$ cat config.mk
export PLATFORM = sky130hd
export DESIGN_NAME = prog_loader_flat
export DESIGN_NICKNAME = d
export VERILOG_FILES = /design/src/rtl/prog_loader_if.sv /design/src/rtl/prog_loader.sv /design/src/flat_wrapper.sv
export SDC_FILE = /design/constraint.sdc
export NUM_CORES = 1
export LEC_CHECK = 0
export ABC_AREA = 0
export BUFFER_PORTS_ARGS = -buffer_cell sky130_fd_sc_hd__buf_4
export CORE_MARGIN = 5
export CORE_UTILIZATION = 57
export CTS_CLUSTER_DIAMETER = 80
export DETAILED_ROUTE_END_ITERATION = 10
export GPL_TIMING_DRIVEN = 0
export PLACE_DENSITY = 0.8
export SLEW_MARGIN = 0
export SYNTH_ARGS = -nofsm -noshare
export SYNTH_HDL_FRONTEND = slang
export SYNTH_SLANG_ARGS = --single-unit
$ cat constraint.sdc
create_clock -name clk -period 2.9 [get_ports clk]
set_input_delay 0.145 -clock clk [delete_from_list [all_inputs] [get_ports clk]]
set_output_delay 0.145 -clock clk [all_outputs]
set_load 0.01 [all_outputs]
$ cat src/rtl/prog_loader_if.sv
// ----------------------------------------------------------------------------
// prog_loader_if
//   Groups the two channels of the program loader:
//     - the byte stream from the host link (valid/ready, little-endian bytes,
//       in_last on the final byte of the image);
//     - the word write port shared by instruction and data memory.
//
//   Signals
//     in_valid   host -> loader   byte stream valid
//     in_data    host -> loader   byte stream data
//     in_last    host -> loader   qualifies the final byte of the image
//     in_ready   loader -> host   byte stream ready
//     mem_we     loader -> mem    one-cycle write strobe
//     mem_addr   loader -> mem    byte address of the word being written
//     mem_wdata  loader -> mem    word being written
//     mem_wstrb  loader -> mem    byte enables, bit i covers wdata[8i+7:8i]
//
//   Modports
//     master  host / memory side (drives the stream, observes the writes)
//     slave   loader side
// ----------------------------------------------------------------------------
interface prog_loader_if #(
    parameter int ADDR_W = 32
);
    logic              in_valid;
    logic [7:0]        in_data;
    logic              in_last;
    logic              in_ready;
    logic              mem_we;
    logic [ADDR_W-1:0] mem_addr;
    logic [31:0]       mem_wdata;
    logic [3:0]        mem_wstrb;

    modport master (
        output in_valid, in_data, in_last,
        input  in_ready, mem_we, mem_addr, mem_wdata, mem_wstrb
    );

    modport slave (
        input  in_valid, in_data, in_last,
        output in_ready, mem_we, mem_addr, mem_wdata, mem_wstrb
    );
endinterface

$ cat src/rtl/prog_loader.sv
// ----------------------------------------------------------------------------
// prog_loader
//   Streams a program image into the core's instruction and data memories.
//   Bytes arrive little-endian over a valid/ready channel, are assembled into
//   32-bit words, and each word is written to IM and DM in parallel through a
//   shared write port. The core is held in reset during the load and released
//   only after a complete image that fits in DEPTH_WORDS has been written.
//   An image larger than the memory is drained and reported with err; the
//   core then stays in reset until the next start.
//
//   Parameters
//     DEPTH_WORDS  memory capacity in 32-bit words
//     START_ADDR   byte address of the first word (must be 4-byte aligned)
//     ADDR_W       width of mem_addr and word_count
//
//   Ports
//     clk         clock
//     rst         asynchronous reset, active-low
//     start       one-cycle pulse; begins (or restarts) a load
//     bus         byte stream in + memory write port (slave modport)
//     core_rst    active-high reset to the core; 1 = core held in reset
//     done        image loaded, core released
//     err         overflow detected, core stays in reset
//     word_count  number of words written in the current load (saturating)
// ----------------------------------------------------------------------------
module prog_loader #(
    parameter int DEPTH_WORDS = 16384,
    parameter int START_ADDR  = 0,
    parameter int ADDR_W      = 32
) (
    input  logic              clk,
    input  logic              rst,
    input  logic              start,
    prog_loader_if.slave      bus,
    output logic              core_rst,
    output logic              done,
    output logic              err,
    output logic [ADDR_W-1:0] word_count
);

    typedef enum logic [2:0] {
        S_IDLE,
        S_LOAD,
        S_FLUSH,
        S_DONE,
        S_DRAIN,
        S_ERR
    } state_t;

    localparam logic [ADDR_W-1:0] DEPTH = ADDR_W'(DEPTH_WORDS);
    localparam logic [ADDR_W-1:0] BASE  = ADDR_W'(START_ADDR);

    state_t            state;
    state_t            state_nxt;

    logic [1:0]        idx;        // next lane to fill in the assembly register
    logic [31:0]       asm_word;   // partially assembled word, unfilled lanes zero
    logic [ADDR_W-1:0] taken;      // words handed to the write register so far

    logic              we_q;
    logic [ADDR_W-1:0] addr_q;
    logic [31:0]       wdata_q;
    logic [3:0]        wstrb_q;

    logic              ready;
    logic              accept;
    logic              restart;
    logic              take;
    logic              word_end;
    logic [31:0]       word_nxt;
    logic [3:0]        strb_nxt;

    assign ready  = (state == S_LOAD) || (state == S_DRAIN);
    assign accept = bus.in_valid && ready;

    // ------------------------------------------------------------------
    // Next-state and per-cycle control decode
    // ------------------------------------------------------------------
    always_comb begin
        // NOTE: every signal written here gets a default first, so no path
        // leaves one unassigned and no latch is inferred.
        state_nxt = state;
        restart   = 1'b0;
        take      = 1'b0;
        word_end  = 1'b0;
        word_nxt  = asm_word;
        word_nxt[{idx, 3'b000} +: 8] = bus.in_data;

        case (idx)
            2'd0:    strb_nxt = 4'b0001;
            2'd1:    strb_nxt = 4'b0011;
            2'd2:    strb_nxt = 4'b0111;
            default: strb_nxt = 4'b1111;
        endcase

        case (state)
            S_IDLE, S_DONE, S_ERR: begin
                if (start) begin
                    state_nxt = S_LOAD;
                    restart   = 1'b1;
                end
            end
            S_LOAD: begin
                if (accept) begin
                    // Overflow is judged on words already committed for
                    // writing (taken), not on word_count: word_count lags by
                    // the one-cycle write, and a byte right behind the last
                    // fitting word must still be caught.
                    if (idx == 2'd0 && taken == DEPTH) begin
                        state_nxt = bus.in_last ? S_ERR : S_DRAIN;
                    end else begin
                        take     = 1'b1;
                        word_end = (idx == 2'd3) || bus.in_last;
                        if (bus.in_last) state_nxt = S_FLUSH;
                    end
                end
            end
            S_FLUSH: state_nxt = S_DONE;
            S_DRAIN: begin
                if (accept && bus.in_last) state_nxt = S_ERR;
            end
            default: state_nxt = S_IDLE;
        endcase
    end

    // ------------------------------------------------------------------
    // State register
    // ------------------------------------------------------------------
    always_ff @(posedge clk or negedge rst) begin
        // NOTE: sequential state uses non-blocking assignments so every
        // register samples values from before this clock edge.
        if (!rst) state <= S_IDLE;
        else      state <= state_nxt;
    end

    // ------------------------------------------------------------------
    // Word assembly, write register and counters
    // ------------------------------------------------------------------
    always_ff @(posedge clk or negedge rst) begin
        if (!rst) begin
            idx        <= 2'd0;
            asm_word   <= 32'h0;
            taken      <= '0;
            we_q       <= 1'b0;
            addr_q     <= '0;
            wdata_q    <= 32'h0;
            wstrb_q    <= 4'h0;
            word_count <= '0;
        end else begin
            we_q <= 1'b0;
            if (we_q && word_count != DEPTH) word_count <= word_count + ADDR_W'(1);

            if (restart) begin
                idx        <= 2'd0;
                asm_word   <= 32'h0;
                taken      <= '0;
                word_count <= '0;
            end else if (take) begin
                if (word_end) begin
                    // Address, data and strobe only change on a write, so
                    // they hold their last values while mem_we is low.
                    we_q     <= 1'b1;
                    addr_q   <= BASE + {taken[ADDR_W-3:0], 2'b00};
                    wdata_q  <= word_nxt;
                    wstrb_q  <= strb_nxt;
                    asm_word <= 32'h0;
                    idx      <= 2'd0;
                    taken    <= taken + ADDR_W'(1);
                end else begin
                    asm_word <= word_nxt;
                    idx      <= idx + 2'd1;
                end
            end
        end
    end

    assign bus.in_ready  = ready;
    assign bus.mem_we    = we_q;
    assign bus.mem_addr  = addr_q;
    assign bus.mem_wdata = wdata_q;
    assign bus.mem_wstrb = wstrb_q;

    assign core_rst = (state != S_DONE);
    assign done     = (state == S_DONE);
    assign err      = (state == S_DRAIN) || (state == S_ERR);

endmodule

$ cat src/flat_wrapper.sv
// flat-port wrapper written by rule: the top's interface ports become plain ports
module prog_loader_flat 
#(
    parameter int DEPTH_WORDS = 16384,
    parameter int START_ADDR  = 0,
    parameter int ADDR_W      = 32
)
  (clk, rst, start, core_rst, done, err, word_count, bus_in_valid, bus_in_data, bus_in_last, bus_in_ready, bus_mem_we, bus_mem_addr, bus_mem_wdata, bus_mem_wstrb);
  prog_loader_if #(.ADDR_W(ADDR_W)) bus_i ();
  input  logic clk;
  input  logic rst;
  input  logic start;
  output logic core_rst;
  output logic done;
  output logic err;
  output logic [ADDR_W-1:0] word_count;
  input wire logic [$bits(bus_i.in_valid)-1:0] bus_in_valid;
  input wire logic [$bits(bus_i.in_data)-1:0] bus_in_data;
  input wire logic [$bits(bus_i.in_last)-1:0] bus_in_last;
  output wire logic [$bits(bus_i.in_ready)-1:0] bus_in_ready;
  output wire logic [$bits(bus_i.mem_we)-1:0] bus_mem_we;
  output wire logic [$bits(bus_i.mem_addr)-1:0] bus_mem_addr;
  output wire logic [$bits(bus_i.mem_wdata)-1:0] bus_mem_wdata;
  output wire logic [$bits(bus_i.mem_wstrb)-1:0] bus_mem_wstrb;
  assign bus_i.in_valid = bus_in_valid;
  assign bus_i.in_data = bus_in_data;
  assign bus_i.in_last = bus_in_last;
  assign bus_in_ready = bus_i.in_ready;
  assign bus_mem_we = bus_i.mem_we;
  assign bus_mem_addr = bus_i.mem_addr;
  assign bus_mem_wdata = bus_i.mem_wdata;
  assign bus_mem_wstrb = bus_i.mem_wstrb;
  prog_loader #(.DEPTH_WORDS(DEPTH_WORDS), .START_ADDR(START_ADDR), .ADDR_W(ADDR_W)) u_core (.clk(clk), .rst(rst), .start(start), .bus(bus_i), .core_rst(core_rst), .done(done), .err(err), .word_count(word_count));
endmodule
==> results of run 1 <==
==> cell type report <==
type                    instances  area [um^2]  share of cell area, %
flip-flops and latches        168         4200                   44.3
multi-input cells             547         3250                   34.3
repair buffers                118          918                   9.68
clock buffers                  22          464                   4.89
well taps                     176          220                   2.32
plain buffers                  40          200                   2.11
clock inverters                 8          170                   1.79
inverters                      15         56.3                  0.594
==> power groups by stage <==
| stage | Clock, mW | Combinational, mW | Sequential [mW] |
|---|---|---|---|
| final | 2.46 | 1.84 | 2.94 |
| after global routing | 2.58 | 2.01 | 2.98 |
| after CTS | 2.47 | 1.82 | 2.93 |
| after detailed placement | 0 | 1.80 | 2.97 |
| after global placement | 0 | 1.73 | 2.95 |
| after floorplan | 0 | 0.847 | 3.04 |
==> path summary, 6_finish.rpt <==
path	slack, ns	cells past startpoint	from	endpoint
worst max-delay path	0.09	9	u_core.idx[0]$_DFFE_PN0P_	u_core.bus.mem_wdata[8]$_DFFE_PN0P_
worst min-delay path	0.02	2	bus_in_last	u_core.state[1]$_DFFE_PN0P_
worst max register to register	0.09	9	u_core.idx[0]$_DFFE_PN0P_	u_core.bus.mem_wdata[8]$_DFFE_PN0P_
worst min register to register	0.48	2	u_core.bus.mem_addr[26]$_DFFE_PN0P_	u_core.bus.mem_addr[26]$_DFFE_PN0P_
max in group asynchronous	1.77	3	rst	u_core.bus.mem_wdata[19]$_DFFE_PN0P_
min in group asynchronous	0.25	2	rst	u_core.word_count[24]$_DFFE_PN0P_
==> timing repair <==
action                     in CTS  in global routing
gates resized for setup         0                  2
hold endpoints to repair       68                  1
hold buffers                    1                  1
setup endpoints to repair       0                 12
==> routing by layer <==
metal  routed length, um  up-vias  share of wire (%)
li1                    -     3045                  -
met1                8430     3330                 41
met2               10400      315                 50
met3                1560       45                7.5
met4                 407        0                2.0
met5                   0        -                  0
==> cells in the final DEF, fill, tap and decap left out, drive strengths merged, types with 11 or more instances in the layout <==
cell type	count
or4	12
nor2	112
and3	17
inv	12
xor2	25
buf	147
nor4	15
ha	11
o21ai	20
clkbuf	31
nand3	29
nand4	28
xnor2	11
a221oi	33
dfrtp	168
a21oi	20
a22o	27
nand2	112
and4	11
==> flip-flops by register name, summed over array words and instances, names as in the netlist <==
register / flops
u_core.word_count: 32
u_core.bus.mem_wstrb: 4
u_core.asm_word: 32
u_core.bus.mem_wdata: 32
u_core.bus.mem_we: 1
u_core.state: 3
u_core.bus.mem_addr: 30
u_core.idx: 2
u_core.taken: 32
==> cells by family (layout without fill, tap and decap cells) <==
kind of cell,Yosys count,count (layout),synth area share (%)
adders and majority gates,11,11,1.79
muxes,2,2,0.260
buffers and inverters,55,203,3.33
and+or+nand+nor,370,370,23.6
AOI/OAI and AO/OA,126,126,12.2
DFF,168,168,54.6
xor gates and xnor gates,36,36,4.10
other,1,2,0.0487
==> through the flow <==
| stage | cell area, um^2 | hold WS, ns | worst slack [ns] | util [%] |
|---|---|---|---|---|
| after floorplan | 7700 | -0.151 | 0.702 | - |
| after global placement | 8780 | 0.428 | 0.299 | 66.3 |
| after CTS | 9460 | 0.00269 | 0.152 | 71.4 |
| final | 9480 | 0.0188 | 0.0929 | 71.6 |
| after detailed placement | 8820 | 0.128 | 0.194 | 66.6 |
| after global routing | 9480 | 0.00770 | -0.0426 | 71.6 |
==> worst register-to-register path, stage by stage (launching register included) <==
cell	delay, ns
dfrtp_1	0.49
inv_1	0.27
ha_1	0.35
nor4bb_1	0.30
and4_1	0.31
a21o_4	0.21
buf_2	0.27
buf_2	0.28
a221oi_1	0.10
nor2_1	0.16
==> key figures, run 1 <==
Status
  • Outcome: completed

Drt
  • Routed length per instance: 19.0 um
  • Vias/cell: 6.16
  • Initial detailed-routing violation count: 677
  • Vias: 6735
  • Drt total wl: 20.8 mm
  • Drt pass-1 iters: 7
  • Final ANT Viol Nets: 0
  • Remaining DRCs: 0

Placement
  • Port Buf Inserts: 115
  • Hpwl dp: 14.4 mm
  • Gpl congestion: 0.866
  • Placed cell count: 1062

Clocking
  • CTS tree: done
  • Num CTS Buffers: 17
  • Clock Latency Late Sink: 0.43 ns
  • Buffer count from post-CTS setup fixing: 0
  • Clock buffer depth: 2
  • Reg clk slew, reported paths: 0.06 ns
  • Root Buffer: clkbuf_16
  • # H-tree levels: 4
  • Clock Sinks: 168

Critical path
  • Kind of critical path: reg2reg
  • CP max FO: 10
  • Startpoint type of the worst setup path: register
  • CP bufs+invs: 3
  • Required time of the critical path: 3.26 ns
  • Most used cell, CP: buf_2
  • Critical Path AT: 3.16 ns
  • CP Cell Sequence: inv_1 > ha_1 > nor4bb_1 > and4_1 > a21o_4 > buf_2 > buf_2 > a221oi_1 > nor2_1
  • Delay of the slowest critical-path stage: 0.49 ns
  • Slowest cell on crit path: dfrtp_1
  • Worst Setup End Kind: register
  • Top delay family on crit path: buffers and inverters

Finish
  • Number of diodes: 0
  • Fillers: 992
  • Fin nets: 931
  • Layout cells sized above 1: 19.7%
  • Cell Count, Final, Fillers Out: 1094
  • Area Overhead vs Synth: 23.3%

Synthesis
  • Post-Syn Area: 7690 um^2
  • Synth top area share: 54.6%
  • Synth cell count leaders: dfrtp_1, nand2_1, nor2_1, a221oi_1, nand3_1
  • #FFs+latches synth: 168
  • Cell with the most instances after synthesis: dfrtp_1
  • Synth area leaders: dfrtp_1, nand2_1, nor2_1, a221oi_1, a22o_1
  • Post-synth ARST share: 100%
  • Area leader, netlist: dfrtp_1
  • Post-synth top flop: dfrtp_1
  • Post-synth EDFFs: 0
  • Post-Syn Instances: 769
  • Post-Syn Area per Cell: 10.0 um^2
  • Seq/Total Area, Yosys: 54.6%
  • Yosys warns: 0
  • Unique masters post-synth: 52

STA
  • Final worst path period need: 2.81 ns
  • Setup violations, final: 0
  • Fmax: 356 MHz
  • Worst slew margin relative to its limit: 18.1%
  • Clock Skew: 0.00756 ns
  • Measured slew at the worst slew-check pin: 1.22 ns
  • RSZ-0062 raised after global routing: true
  • Final hold viol count: 0
  • Final period utilization: 96.8%
  • Slew Limit Fails: 0
  • Final TNS setup: 0 ns

Pwr
  • Internal Pwr Total: 4.99 mW
  • Reg power frac: 40.6%
  • Worst VDD drop: 578 uV
  • Sw Share: 31.1%
  • Clk network pwr share: 34.0%
  • PwrDens: 764 nW/um^2
  • Logic pwr share: 25.4%
  • Switching pwr: 2.25 mW
  • Static Leak: 4.62 nW
  • Total chip power: 7.25 mW

Floorplan
  • Die footprint: 15900 um^2
  • Initial Utilization: 58.1%
  • Ports: 118
  • Die span in y: 126 um
  • Chip width: 126 um
  • # rows: 42
  • Core area: 13200 um^2

Global routing
  • Initial antenna violation count: 0
  • Vias in the first global route: 6684
  • Largest net degree at the start of global routing: 101
  • Grt ovf: 0
  • Met1 Track Usage GR: 34.0%
  • Global-route track usage on met3: 6.39%
  • GRT Util Overall: 26.2%
  • Global route hottest layer: met2
  • First-pass GRT wire length: 33.9 mm
  • M2 GR Usage: 43.6%

Flow run
  • Max-cap violations: 0

Worst hold path
  • Hold crit path type: in2reg
Note: power is estimated with default switching activity, not from simulation.
==> inputs of run 2 (changes only) <==
- CORE_ASPECT_RATIO: default -> 0.6
==> key figures, run 2 (synthesis gave the netlist of run 1 again) <==
Floorplan
  • # rows: 32 (was 42)
  • Chip width: 160 um (was 126 um)
  • Die span in y: 100 um (was 126 um)
  • Ports: 118 (unchanged)
  • Die footprint: 16000 um^2 (was 15900 um^2)
  • Initial Utilization: 59.1% (was 58.1%)
  • Core area: 13000 um^2 (was 13200 um^2)

Global routing
  • First-pass GRT wire length: 36.1 mm (was 33.9 mm)
  • Global-route track usage on met3: 7.63% (was 6.39%)
  • Global route hottest layer: met1 (was met2)
  • M2 GR Usage: 40.6% (was 43.6%)
  • Met1 Track Usage GR: 42.0% (was 34.0%)
  • Initial antenna violation count: 0 (unchanged)
  • GRT Util Overall: 28.1% (was 26.2%)
  • Largest net degree at the start of global routing: 89 (was 101)
  • Grt ovf: 0 (unchanged)
  • Vias in the first global route: 6801 (was 6684)

STA
  • Final hold viol count: 0 (unchanged)
  • Slew Limit Fails: 0 (unchanged)
  • Clock Skew: 0.0119 ns (was 0.00756 ns)
  • RSZ-0062 raised after global routing: false (was true)
  • Final TNS setup: 0 ns (unchanged)
  • Setup violations, final: 0 (unchanged)
  • Final period utilization: 96.2% (was 96.8%)
  • Fmax: 358 MHz (was 356 MHz)
  • Final worst path period need: 2.79 ns (was 2.81 ns)
  • WHS: 0.0349 ns (was 0.0188 ns)
  • Worst slew margin relative to its limit: 39.5% (was 18.1%)
  • Measured slew at the worst slew-check pin: 0.905 ns (was 1.22 ns)

Clocking
  • CTS tree: done (unchanged)
  • Clock buffer depth: 2 (unchanged)
  • # H-tree levels: 4 (unchanged)
  • Root Buffer: clkbuf_16 (unchanged)
  • Clock Sinks: 168 (unchanged)
  • Clock Latency Late Sink: 0.43 ns (about the same)
  • Reg clk slew, reported paths: 0.06 ns (about the same)
  • Num CTS Buffers: 17 (unchanged)

Finish
  • Multi-input logic area: 3260 um^2 (was 3250 um^2)
  • Register Area: 4200 um^2 (unchanged)
  • Fillers: 921 (was 992)
  • Design area: 9500 um^2 (was 9480 um^2)
  • Fin nets: 931 (unchanged)
  • Layout cells sized above 1: 20.3% (was 19.7%)
  • Most frequent cells in the layout: dfrtp_1, buf_4, nand2_1, nor2_1, a221oi_1 (unchanged)
  • Commonest non-fill, non-tap cell in the layout: dfrtp_1 (unchanged)
  • Area Overhead vs Synth: 23.5% (was 23.3%)
  • Number of diodes: 0 (unchanged)
  • Finished Core Util: 73.0% (was 71.6%)

Pwr
  • Static Leak: 4.63 nW (was 4.62 nW)
  • Total chip power: 7.30 mW (was 7.25 mW)
  • Worst VDD drop: 612 uV (was 578 uV)
  • PwrDens: 769 nW/um^2 (was 764 nW/um^2)

Critical path
  • Slowest cell on crit path: nor4b_2 (was dfrtp_1)
  • Crit path capture: u_core.asm_word[1]$_DFFE_PN0P_ (was u_core.bus.mem_wdata[8]$_DFFE_PN0P_)
  • Kind of critical path: reg2reg (unchanged)
  • Reg2Reg Depth: 6 (was 9)
  • Worst Setup End Kind: register (unchanged)
  • Reg2reg end: u_core.asm_word[1]$_DFFE_PN0P_ (was u_core.bus.mem_wdata[8]$_DFFE_PN0P_)
  • Delay of the slowest critical-path stage: 0.81 ns (was 0.49 ns)
  • Worst Setup SP: u_core.idx[0]$_DFFE_PN0P_ (unchanged)
  • Required time of the critical path: 3.26 ns (about the same)
  • CP max FO: 9 (was 10)
  • Startpoint type of the worst setup path: register (unchanged)
  • Worst flop-to-flop path startpoint: u_core.idx[0]$_DFFE_PN0P_ (unchanged)
  • Critical Path AT: 3.15 ns (was 3.16 ns)
  • Setup slack, reg-to-reg: 0.11 ns (was 0.09 ns)
  • CP Cell Sequence: inv_2 > ha_1 > nor4b_2 > nand3_1 > nor2_1 > a22o_1 (was inv_1 > ha_1 > nor4bb_1 > and4_1 > a21o_4 > buf_2 > buf_2 > a221oi_1 > nor2_1)

Placement
  • Gpl congestion: 0.924 (was 0.866)
  • Area of placed instances: 8810 um^2 (was 8820 um^2)
  • Port Buf Inserts: 115 (unchanged)
  • Hpwl dp: 15.3 mm (was 14.4 mm)

Drt
  • Drt total wl: 22.2 mm (was 20.8 mm)
  • Vias/cell: 6.30 (was 6.16)
  • Final ANT Viol Nets: 0 (unchanged)
  • Remaining DRCs: 0 (unchanged)
  • Routed length per instance: 20.4 um (was 19.0 um)
  • Vias: 6871 (was 6735)
  • Initial detailed-routing violation count: 631 (was 677)
  • Drt pass-1 iters: 5 (was 7)

Status
  • Outcome: completed (unchanged)

Worst hold path
  • Hold crit path type: in2reg (unchanged)

Flow run
  • Max-cap violations: 0 (unchanged)
[run 2: cell count changes in the layout (fill, tap and decap cells not counted), sizes merged]
cell / previous run / this run
clkinvlp: 2 / 0
clkinv: 4 / 8
dlygate4sd3: 2 / 1
buf: 147 / 148
[run 2: how the worst min path moves through the flow]
stage | cells after the start | end | slack, ns | start
6_report | 2 | u_core.state[1]$_DFFE_PN0P_ | 0.03 | bus_in_last
5_1_grt | 2 | u_core.state[1]$_DFFE_PN0P_ | 0.03 | bus_in_last
4_1_cts | 2 | u_core.state[1]$_DFFE_PN0P_ | 0.02 | bus_in_last
3_5_place_dp | 1 | u_core.word_count[25]$_DFFE_PN0P_ | 0.19 | rst
3_3_place_gp | 2 | u_core.state[1]$_DFFE_PN0P_ | 0.44 | bus_in_last
2_1_floorplan | 0 | u_core.asm_word[0]$_DFFE_PN0P_ | -0.15 | rst
[run 2: worst max-delay path: cells and delay by family, from the launching register on]
kind | cells | cell delay [ns]
and+or+nand+nor | 3 | 1.42
AOI/OAI and AO/OA | 1 | 0.23
adders and majority gates | 1 | 0.40
buffers and inverters | 1 | 0.16
DFF | 1 | 0.52
[run 2: final cells by class]
| type | instances | share of cell area, % |
|---|---|---|
| repair buffers | 118 | 9.64 |
| flip-flops and latches | 168 | 44.3 |
| well taps | 170 | 2.24 |
| plain buffers | 40 | 2.11 |
| clock inverters | 10 | 2.04 |
| inverters | 15 | 0.593 |
| multi-input cells | 547 | 34.3 |
| clock buffers | 22 | 4.78 |
[run 2: power breakdown]
group          switching [mW]  leakage (nW)  internal, mW
Combinational            1.12          2.06         0.744
Clock                   0.933         0.313          1.56
Sequential              0.264          2.26          2.68
[run 2: repair_timing]
action,in CTS,in global routing
endpoints found under the hold margin,87,0
pin swaps,0,1
resized for setup,1,4
hold buffers,1,0
gates cloned,0,0
setup endpoints to repair,8,75
buffers inserted,0,1
[run 2: per-layer routing]
metal  wire [um]  part of all wire (%)
met2        9780                    44
met3        2260                    10
met1        9850                    44
met4         321                   1.4
met5           0                     0
[run 2: through the flow]
step / setup WS (ns) / cells
detailed placement: 0.0181 / 1056
global route: 0.00266 / 1090
CTS: 0.0449 / 1089
global placement: 0.107 / 1055
finish: 0.109 / 1090
floorplan: 0.702 / 770
==> inputs of run 3 (changes only) <==
- ABC_AREA: 0 -> 1
- CORE_UTILIZATION: 57 -> 59
- PLACE_DENSITY: 0.8 -> 0.81
==> key figures, run 3 <==
Clocking
  • CTS tree: done (unchanged)
  • Num CTS Buffers: 17 (unchanged)
  • Clock Latency Late Sink: 0.44 ns (was 0.43 ns)
  • # H-tree levels: 4 (unchanged)
  • Root Buffer: clkbuf_16 (unchanged)
  • Clock buffer depth: 2 (unchanged)
  • Clock Sinks: 168 (unchanged)
  • Reg clk slew, reported paths: 0.08 ns (was 0.06 ns)

Synthesis
  • Post-Syn Instances: 1313 (was 769)
  • Mux cell area share after synthesis: 0% (was 0.260%)
  • Post-synth EDFFs: 0 (unchanged)
  • Seq/Total Area, Yosys: 44.7% (was 54.6%)
  • Synth Area in Adders: 1.46% (was 1.79%)
  • Synth top area share: 44.7% (was 54.6%)
  • #FFs+latches synth: 168 (unchanged)
  • Post-Syn Area per Cell: 7.16 um^2 (was 10.0 um^2)
  • Complex-gate fraction of the synthesized area: 5.37% (was 12.2%)
  • Post-Syn Area: 9410 um^2 (was 7690 um^2)
  • Unique masters post-synth: 35 (was 52)
  • Post-synthesis xor/xnor area fraction: 1.96% (was 4.10%)
  • Synth cell count leaders: nand2_1, dfrtp_1, nor2_1, inv_1, nand3_1 (was dfrtp_1, nand2_1, nor2_1, a221oi_1, nand3_1)
  • Cell with the most instances after synthesis: nand2_1 (was dfrtp_1)
  • Post-synth ARST share: 100% (unchanged)
  • Largest family of logic cells by synthesized area: simple AND/OR/NAND/NOR gates (unchanged)
  • Synth area leaders: dfrtp_1, nand2_1, nor2_1, inv_1, nand3_1 (was dfrtp_1, nand2_1, nor2_1, a221oi_1, a22o_1)
  • Area leader, netlist: dfrtp_1 (unchanged)
  • Yosys warns: 0 (unchanged)
  • Simple-gate share of the synthesized area: 37.4% (was 23.6%)
  • Post-synth top flop: dfrtp_1 (unchanged)

Finish
  • Most frequent cells in the layout: nand2_1, dfrtp_1, buf_4 (was dfrtp_1, buf_4, nand2_1, nor2_1, a221oi_1)
  • Layout cells sized above 1: 15.2% (was 20.3%)
  • Commonest non-fill, non-tap cell in the layout: nand2_1 (was dfrtp_1)
  • Cell Count, Final, Fillers Out: 1666 (was 1090)
  • Fin nets: 1474 (was 931)
  • Finished Core Util: 72.3% (was 73.0%)
  • Number of diodes: 0 (unchanged)
  • Area Overhead vs Synth: 19.1% (was 23.5%)

Floorplan
  • Die footprint: 18700 um^2 (was 16000 um^2)
  • Core area: 15500 um^2 (was 13000 um^2)
  • Die span in y: 108 um (was 100 um)
  • # rows: 35 (was 32)
  • Initial Utilization: 60.7% (was 59.1%)
  • Ports: 118 (unchanged)
  • Chip width: 173 um (was 160 um)

Global routing
  • Initial antenna violation count: 0 (unchanged)
  • GRT Util Overall: 33.7% (was 28.1%)
  • First-pass GRT wire length: 49.5 mm (was 36.1 mm)
  • Largest net degree at the start of global routing: 89 (unchanged)
  • Grt ovf: 0 (unchanged)
  • Vias in the first global route: 9031 (was 6801)

STA
  • Slew Limit Fails: 0 (unchanged)
  • Final setup margin: 0.211 ns (was 0.109 ns)
  • Final hold viol count: 0 (unchanged)
  • Final worst path period need: 2.69 ns (was 2.79 ns)
  • Measured slew at the worst slew-check pin: 0.709 ns (was 0.905 ns)
  • Setup violations, final: 0 (unchanged)
  • RSZ-0062 raised after global routing: false (unchanged)
  • Fmax: 372 MHz (was 358 MHz)
  • Final period utilization: 92.7% (was 96.2%)
  • Clock Skew: 0.0143 ns (was 0.0119 ns)
  • Worst slew margin relative to its limit: 52.7% (was 39.5%)
  • Final TNS setup: 0 ns (unchanged)

Critical path
  • CP Cell Sequence: clkbuf_1 > inv_1 > ha_1 > nand2_1 > nor2_1 > nand2_1 > nor2_1 > nand2_2 > nand4_2 > inv_1 > buf_2 > nand3_1 > nand2_1 (was inv_2 > ha_1 > nor4b_2 > nand3_1 > nor2_1 > a22o_1)
  • Required time of the critical path: 3.28 ns (was 3.26 ns)
  • Worst Setup End Kind: register (unchanged)
  • Delay of the slowest critical-path stage: 0.41 ns (was 0.81 ns)
  • Most used cell, CP: nand2_1
  • Critical Path AT: 3.07 ns (was 3.15 ns)
  • Startpoint type of the worst setup path: register (unchanged)
  • Slowest cell on crit path: dfrtp_1 (was nor4b_2)
  • CP max FO: 10 (was 9)
  • Kind of critical path: reg2reg (unchanged)

Drt
  • Final ANT Viol Nets: 0 (unchanged)
  • Drt total wl: 31.4 mm (was 22.2 mm)
  • Vias: 9874 (was 6871)
  • Drt pass-1 iters: 6 (was 5)
  • Remaining DRCs: 0 (unchanged)
  • Routed length per instance: 18.8 um (was 20.4 um)
  • Initial detailed-routing violation count: 1367 (was 631)
  • Vias/cell: 5.93 (was 6.30)

Pwr
  • Reg power frac: 36.4% (was 40.3%)
  • PwrDens: 687 nW/um^2 (was 769 nW/um^2)
  • Internal Pwr Total: 4.54 mW (was 4.98 mW)
  • Logic pwr share: 31.9% (was 25.6%)
  • Clk network pwr share: 31.7% (was 34.1%)
  • Switching pwr: 3.15 mW (was 2.32 mW)
  • Static Leak: 5.75 nW (was 4.63 nW)
  • Sw Share: 40.9% (was 31.8%)
  • Worst VDD drop: 486 uV (was 612 uV)

Flow run
  • Max-cap violations: 0 (unchanged)

Placement
  • Dpl ws: 0.351 ns (was 0.0181 ns)
  • Port Buf Inserts: 115 (unchanged)
  • Hpwl dp: 23.1 mm (was 15.3 mm)
  • Gpl congestion: 0.987 (was 0.924)
  • Placed cell count: 1633 (was 1056)

Status
  • Outcome: completed (unchanged)

Worst hold path
  • Hold crit path type: in2reg (unchanged)
## run 3: cell types whose count changed after synthesis, moves of 24 or more
cell and delta:
nand2_1 +398, inv_1 +108, nand3_1 +60, nand4_1 +35, a221oi_1 -33, nor3_1 +30, a22o_1 -27, o22ai_1 +24
## run 3: final timing paths
check | start | endpoint | slack [ns] | cells past startpoint
hold reg to reg | u_core.bus.mem_wstrb[0]$_DFFE_PN0P_ | u_core.bus.mem_wstrb[0]$_DFFE_PN0P_ | 0.48 | 1
max in group asynchronous | rst | u_core.bus.mem_wdata[6]$_DFFE_PN0P_ | 1.75 | 3
hold / removal | bus_in_last | u_core.state[0]$_DFFE_PN0P_ | 0.06 | 3
setup reg to reg | u_core.idx[0]$_DFFE_PN0P_ | u_core.taken[2]$_DFFE_PN0P_ | 0.21 | 13
min in group asynchronous | rst | u_core.taken[23]$_DFFE_PN0P_ | 0.27 | 2
setup / recovery | u_core.idx[0]$_DFFE_PN0P_ | u_core.taken[2]$_DFFE_PN0P_ | 0.21 | 13
## run 3: power by group through the flow
stage	clock network, mW	registers [mW]	logic (mW)
final	2.44	2.80	2.45
after global routing	2.53	2.82	2.63
after CTS	2.42	2.79	2.39
after detailed placement	0	2.83	2.36
after global placement	0	2.82	2.29
after floorplan	0	2.82	1.37
## run 3: cells by family (layout without fill, tap and decap cells)
family	count (synthesis)	count (layout)
and+or+nand+nor	834	834
other	1	2
xor gates and xnor gates	21	21
adders and majority gates	11	11
DFF	168	168
buffers and inverters	191	340
AOI/OAI and AO/OA	87	87
## run 3: worst max-delay path: cells and delay by family (launching register included)
kind                     cells  cell delay (ns)
adder cells (fa/ha/maj)      1             0.29
buffers and inverters        4             1.20
flip-flops                   1             0.41
AND/OR/NAND/NOR              8             0.73
## run 3: cell type report
cell class,count,area (um^2)
Buffer,55,342
Clock buffer,17,425
Multi-Input combinational cell,955,4350
Tap cell,203,254
Clock inverter,15,203
Fill cell,1220,4300
Sequential cell,168,4200
Timing Repair Buffer,117,908
Inverter,136,510
## run 3: timing repair
item / CTS / global route
buffers inserted: 0 / 0
hold buffers: 1 / 0
endpoints found under the hold margin: 80 / 0
gates resized for setup: 0 / 0
## run 3: routing by layer
| layer | GRT usage (%) | part of all wire [%] | vias to the layer above |
|---|---|---|---|
| met3 | 8.74 | 12 | 92 |
| met1 | 52.2 | 45 | 4646 |
| met4 | 8.37 | 1.9 | 0 |
| met5 | 0 | 0 | - |
| met2 | 46.9 | 40 | 669 |
| li1 | - | - | 4467 |
## run 3: through the flow
stage          total power, mW  hold slack (ns)  cell area [um^2]
6_report                  7.69           0.0560             11200
3_3_place_gp              5.10            0.456             10500
4_1_cts                   7.60           0.0413             11200
2_1_floorplan             4.19           -0.151              9410
5_1_grt                   7.98           0.0631             11200
3_5_place_dp              5.18            0.169             10600
